File: src/rtl/bcd_pkg.sv
// Shared types and constants for the sequential binary-to-BCD converter.
// Latency: n/a (declarations only).
// Backpressure: n/a (declarations only).
package bcd_pkg;

  localparam int BIN_W_DEF      = 16;
  localparam int NUM_DIGITS_DEF = 5;

  typedef logic [3:0] bcd_digit_t;

  // A digit above this value must be corrected before the next left shift.
  localparam bcd_digit_t ADD3_THRESH = 4'd4;

  typedef enum logic [1:0] {
    IDLE  = 2'd0,
    SHIFT = 2'd1,
    DONE  = 2'd2
  } state_t;

endpackage

File: src/rtl/bcd_add3.sv
// Double-dabble digit correction: add 3 to a BCD digit greater than 4.
// Latency: combinational.
// Backpressure: none.
module bcd_add3
  import bcd_pkg::*;
(
  input  bcd_digit_t d_in,
  output bcd_digit_t d_out
);

  assign d_out = (d_in > ADD3_THRESH) ? bcd_digit_t'(d_in + 4'd3) : d_in;

endmodule

File: src/rtl/bcd_seq_converter.sv
// Sequential double-dabble binary-to-BCD converter, one operand bit per clock.
// Latency: start accepted at edge 0, result and one-cycle done after edge BIN_W.
// Backpressure: start is accepted only while ready; requests while busy or done are dropped.
module bcd_seq_converter
  import bcd_pkg::*;
#(
  parameter int BIN_W      = BIN_W_DEF,
  parameter int NUM_DIGITS = NUM_DIGITS_DEF
) (
  input  logic             clk,
  input  logic             rst_n,
  input  logic             start,
  input  logic [BIN_W-1:0] bin_in,
  output logic             ready,
  output logic             busy,
  output logic             done,
  output logic [3:0]       ones,
  output logic [3:0]       tens,
  output logic [3:0]       hundreds,
  output logic [3:0]       thousands,
  output logic [3:0]       tenThousands
);

  localparam int CNT_W = $clog2(BIN_W);
  localparam int CHN_W = 4 * NUM_DIGITS;

  state_t                        state_q, state_d;
  logic [CNT_W-1:0]              cnt_q, cnt_d;
  logic [BIN_W-1:0]              sr_q, sr_d;
  bcd_digit_t [NUM_DIGITS-1:0]   work_q, work_d;
  bcd_digit_t [NUM_DIGITS-1:0]   dig_q, dig_d;
  bcd_digit_t [NUM_DIGITS-1:0]   corr;
  logic [CHN_W-1:0]              corr_flat;

  // Per-digit correction of the working digits ahead of each shift.
  for (genvar i = 0; i < NUM_DIGITS; i++) begin : g_add3
    bcd_add3 u_add3 (
      .d_in  (work_q[i]),
      .d_out (corr[i])
    );
  end

  assign corr_flat = corr;

  // Next-state, shift datapath and result capture.
  always_comb begin
    state_d = state_q;
    cnt_d   = cnt_q;
    sr_d    = sr_q;
    work_d  = work_q;
    dig_d   = dig_q;
    case (state_q)
      IDLE: begin
        if (start) begin
          sr_d    = bin_in;
          work_d  = '0;
          cnt_d   = CNT_W'(BIN_W - 1);
          state_d = SHIFT;
        end
      end
      SHIFT: begin
        // Digit chain and operand rotate as one register; the bit leaving the
        // top digit is always 0 when NUM_DIGITS covers the operand range, so it
        // simply back-fills the operand's vacated LSB.
        work_d = {corr_flat[CHN_W-2:0], sr_q[BIN_W-1]};
        sr_d   = {sr_q[BIN_W-2:0], corr_flat[CHN_W-1]};
        cnt_d  = cnt_q - CNT_W'(1);
        if (cnt_q == '0) begin
          dig_d   = work_d;
          cnt_d   = '0;
          state_d = DONE;
        end
      end
      DONE: begin
        state_d = IDLE;
      end
      default: begin
        state_d = IDLE;
      end
    endcase
  end

  // State and datapath registers; reset aborts any conversion and clears the result.
  always_ff @(posedge clk or negedge rst_n) begin
    if (!rst_n) begin
      state_q <= IDLE;
      cnt_q   <= '0;
      sr_q    <= '0;
      work_q  <= '0;
      dig_q   <= '0;
    end else begin
      state_q <= state_d;
      cnt_q   <= cnt_d;
      sr_q    <= sr_d;
      work_q  <= work_d;
      dig_q   <= dig_d;
    end
  end

  assign ready        = (state_q == IDLE);
  assign busy         = (state_q == SHIFT);
  assign done         = (state_q == DONE);
  assign ones         = dig_q[0];
  assign tens         = dig_q[1];
  assign hundreds     = dig_q[2];
  assign thousands    = dig_q[3];
  assign tenThousands = dig_q[4];

endmodule

File: config.mk
export PLATFORM = sky130hd
export DESIGN_NAME = bcd_seq_converter
export DESIGN_NICKNAME = d
export VERILOG_FILES = /design/src/rtl/bcd_pkg.sv /design/src/rtl/bcd_add3.sv /design/src/rtl/bcd_seq_converter.sv
export SDC_FILE = /design/constraint.sdc
export NUM_CORES = 1
export LEC_CHECK = 0
export ABC_CLOCK_PERIOD_IN_PS = 5400
export CAP_MARGIN = 20
export CELL_PAD_IN_SITES_DETAIL_PLACEMENT = 1
export CELL_PAD_IN_SITES_GLOBAL_PLACEMENT = 2
export CORE_MARGIN = 4
export CORE_UTILIZATION = 38
export CTS_BUF_LIST = sky130_fd_sc_hd__clkbuf_4 sky130_fd_sc_hd__clkbuf_8
export DETAILED_ROUTE_END_ITERATION = 16
export PLACE_DENSITY = 0.91
export SYNTH_ARGS = -nofsm -noshare
export SYNTH_HDL_FRONTEND = slang
export SYNTH_SLANG_ARGS = --single-unit
File: constraint.sdc
create_clock -name clk -period 5.4 [get_ports clk]
set_input_delay 1.62 -clock clk [delete_from_list [all_inputs] [get_ports clk]]
set_output_delay 1.62 -clock clk [all_outputs]
set_load 0.02 [all_outputs]
==> results.sh <==
export IMPL_status="complete, no violations"
export IMPL_r2r_start="state_q[1]"
export IMPL_ys_ff_latch=62
export IMPL_fmax_ghz=0.2448
export IMPL_fin_crit_sh_pct=75.66
export IMPL_ff2ff_path_depth=6
export IMPL_cp_cell_sequence="nand2b_1 -> buf_4 -> inv_1 -> clkdlybuf4s50_1"
export IMPL_final_max_slew_viol_count=0
export IMPL_route_detailed_drc=0
export IMPL_path_buf_inv=3
export IMPL_finalCriticalPeriod_ns=4.086
export IMPL_p_per_area_mw_per_mm2=635.5
export IMPL_start_kind="register"
export IMPL_cts_sinks=62
export IMPL_critPathKind="reg2out"
export IMPL_yosys_most_used_dff="dfrtp_1"
export IMPL_cts_buffers=9
export IMPL_final_cell_area_mm2=0.003615
export IMPL_holdWs_ns=0.4762
export IMPL_worst_clock_skew_ns=0.006326
export IMPL_dpl_cell_area_mm2=0.003451
export IMPL_critPathArrivalTime_ns=2.47
export IMPL_synth_fa_ha_area_share_pct=4.225
export IMPL_final_setup_viol_count=0
export IMPL_p_leak_nw=1.574
export IMPL_synth_compound_area_share_pct=22.81
export IMPL_die_width_um=96.28
export IMPL_hold_violations=0
export IMPL_grt_start_max_net_pins=36
export IMPL_antenna_found_initial=0
export IMPL_rsz0062_at_grt="false"
export IMPL_root_buffer="clkbuf_8"
export IMPL_firstDrtPassIters=4
export IMPL_tns_ns=0
export IMPL_tightest_slew_ns=0.9573
export IMPL_synth_cells=314
export IMPL_worst_path_max_delay_cell="clkdlybuf4s50_1"
export IMPL_globalRoute_totalOverflow=0
export IMPL_worstPathMaxFanout=28
export IMPL_area_growth_syn_to_layout_pct=22.05
export IMPL_clk_latency_ns=0.34
export IMPL_post_cts_buffers=0
export IMPL_r2r_end="tens[3]"
export IMPL_synth_area_mux_share_pct=2.408
export IMPL_synth_area_leaders="dfrtp_1 (52%), o21ai_0 (9.8%), a21oi_1 (4.2%), ha_1 (4.2%), nand2_1 (3.9%)"
export IMPL_cp_slowest_stage_delay_ns=0.69
export IMPL_routabilityCongestion=0.7207
export IMPL_synth_distinct_cells=26
export IMPL_io_pins=42
export IMPL_start_util_pct=39.98
export IMPL_r2r_setup_slack_ns=2.92
export IMPL_cp_top_family="buffers and inverters"
export IMPL_via_per_inst=5.167
export IMPL_synth_most_common_cell="dfrtp_1"
export IMPL_synth_top_family_by_area="compound AO/OA/AOI/OAI gates"
export IMPL_cp_endpoint="busy"
export IMPL_syn_avg_cell_area_um2=9.432
export IMPL_relSlewSlack_pct=35.94
export IMPL_io_buffers=41
export IMPL_drtAntennaViolNets=0
export IMPL_fin_nets=382
export IMPL_grt_use_total_pct=17.82
export IMPL_synthSimpleGateAreaFrac_pct=11.66
export IMPL_h_tree_depth=3
export IMPL_core_mm2=0.007408
export IMPL_grt_pass1_vias=2544
export IMPL_dr_first_iter_drc_count=93
export IMPL_end_kind="output port"
export IMPL_path_depth=4
export IMPL_async_flop_share_pct=100.0
export IMPL_grt_first_pass_wirelength_um=12480
export IMPL_ctsHoldBuffers=0
export IMPL_cp_startpoint="state_q[1]"
export IMPL_synth_common_cells="dfrtp_1 (62), o21ai_0 (58), nand2_1 (31), a21oi_1 (25), inv_1 (19)"
export IMPL_cts_tree="built"
export IMPL_num_antenna_cells=0
export IMPL_yosysSeqAreaShare_pct=52.39
export IMPL_drt_wl_total_um=7158
export IMPL_num_rows=31
export IMPL_post_cts_resized=0
export IMPL_dpl_hpwl_um=4904
export IMPL_cp_data_required_time_ns=3.78
export IMPL_cap_violations=0
export IMPL_syn_nets=343
export IMPL_dieArea_mm2=0.009270
export IMPL_drive_gt1_share_pct=7.843
export IMPL_hold_class="reg2reg"
export IMPL_clock_path_buffers=2
export IMPL_irDropWorstVdd_mv=0.2712
export IMPL_synth_top_area_share_pct=52.39
export IMPL_synth_area_leader_cell="dfrtp_1"
export IMPL_die_h_um=96.28
export IMPL_ys_warn_count=0
export IMPL_synth_edf_count=0
export IMPL_path_clk_slew_ns=0.06
export IMPL_wl_per_cell_um=15.70
export IMPL_synth_xor_area_share_pct=1.479
export IMPL_via_count=2356
export IMPL_netlist_area_mm2=0.002962
cells by family (layout without fill, tap and decap cells):
logic type               count (synthesis)  count (layout)
multiplexers                             6               6
flip-flops                              62              62
AO/OA/AOI/OAI                          120             120
AND/OR/NAND/NOR                         74              74
adder cells (fa/ha/maj)                 10              10
XOR/XNOR                                 5               5
buffers and inverters                   37              80
area by class of cell:
cell class                 count  area [um2]
clock buffer                  13       153.9
clock inverter                 2       10.01
fill                         853        3794
inverter                      19       71.32
multi-input combinational    215        1261
sequential                    62        1551
tap                           99       123.9
timing repair buffer          46       442.9
tightest hold or removal path, cell delays in order, from the launching register on:
cell and delay (ns):
dfrtp_1 0.34, nand2_1 0.05, o21ai_0 0.06
placed cells by master, fill, tap and decap left out:
| cell | n |
|---|---|
| a21o_1 | 5 |
| a21oi_1 | 25 |
| a22o_1 | 1 |
| a22oi_1 | 15 |
| a32oi_1 | 1 |
| buf_2 | 1 |
| buf_4 | 5 |
| clkbuf_4 | 4 |
| clkbuf_8 | 9 |
| clkdlybuf4s50_1 | 40 |
| clkinv_2 | 2 |
| dfrtp_1 | 62 |
| ha_1 | 10 |
| inv_1 | 19 |
| mux2_2 | 5 |
| mux2_4 | 1 |
| nand2_1 | 31 |
| nand2b_1 | 1 |
| nor2_1 | 13 |
| nor2b_1 | 16 |
| nor3_1 | 10 |
| o21a_1 | 1 |
| o21ai_0 | 58 |
| o21ai_1 | 4 |
| o221ai_1 | 1 |
| o22ai_1 | 9 |
| or3_1 | 2 |
| or3_4 | 1 |
| xnor2_1 | 5 |
per-layer routing:
metal / global-route usage (%) / share of wire, %
met5: 0 / 0
met4: 7.109 / 1.7
met3: 4.457 / 3.4
met2: 28.06 / 48
met1: 23.43 / 47
power by group:
group | leakage [nW] | internal, W | switching (W)
clock | 0.0909 | 0.000183 | 0.000168
sequential | 0.782 | 0.000679 | 0.000168
combinational | 0.701 | 0.000484 | 0.000615
total | 1.57 | 0.00135 | 0.000951
sequential cells by signal, indices dropped and copies added, names as in the netlist:
signal	count
work_q	20
sr_q	16
cnt_q	4
hundreds	4
ones	4
tenThousands	4
tens	4
thousands	4
state_q	2
worst min-delay path by stage:
stage | from | to | slack, ns | depth (start not counted)
after CTS | thousands[3] | thousands[3] | 0.48 | 1
after detailed placement | tenThousands[3] | tenThousands[3] | 0.47 | 1
after global placement | tens[2] | tens[2] | 0.46 | 2
final | ones[2] | ones[2] | 0.48 | 2
after floorplan | sr_q[1] | sr_q[1] | 0.45 | 2
after global routing | hundreds[3] | hundreds[3] | 0.50 | 1
per-stage QoR:
| stage | instances | power (W) | setup WS (ns) | util [%] |
|---|---|---|---|---|
| floorplan | 314 | 0.001574 | 2.603 | - |
| global placement | 441 | 0.001907 | 1.711 | 46.58 |
| detailed placement | 441 | 0.001959 | 1.691 | 46.58 |
| CTS | 456 | 0.002333 | 1.297 | 48.79 |
| global route | 456 | 0.002525 | 1.148 | 48.79 |
| finish | 456 | 0.002297 | 1.314 | 48.79 |
No activity file was read; power rests on OpenSTA's default activity.
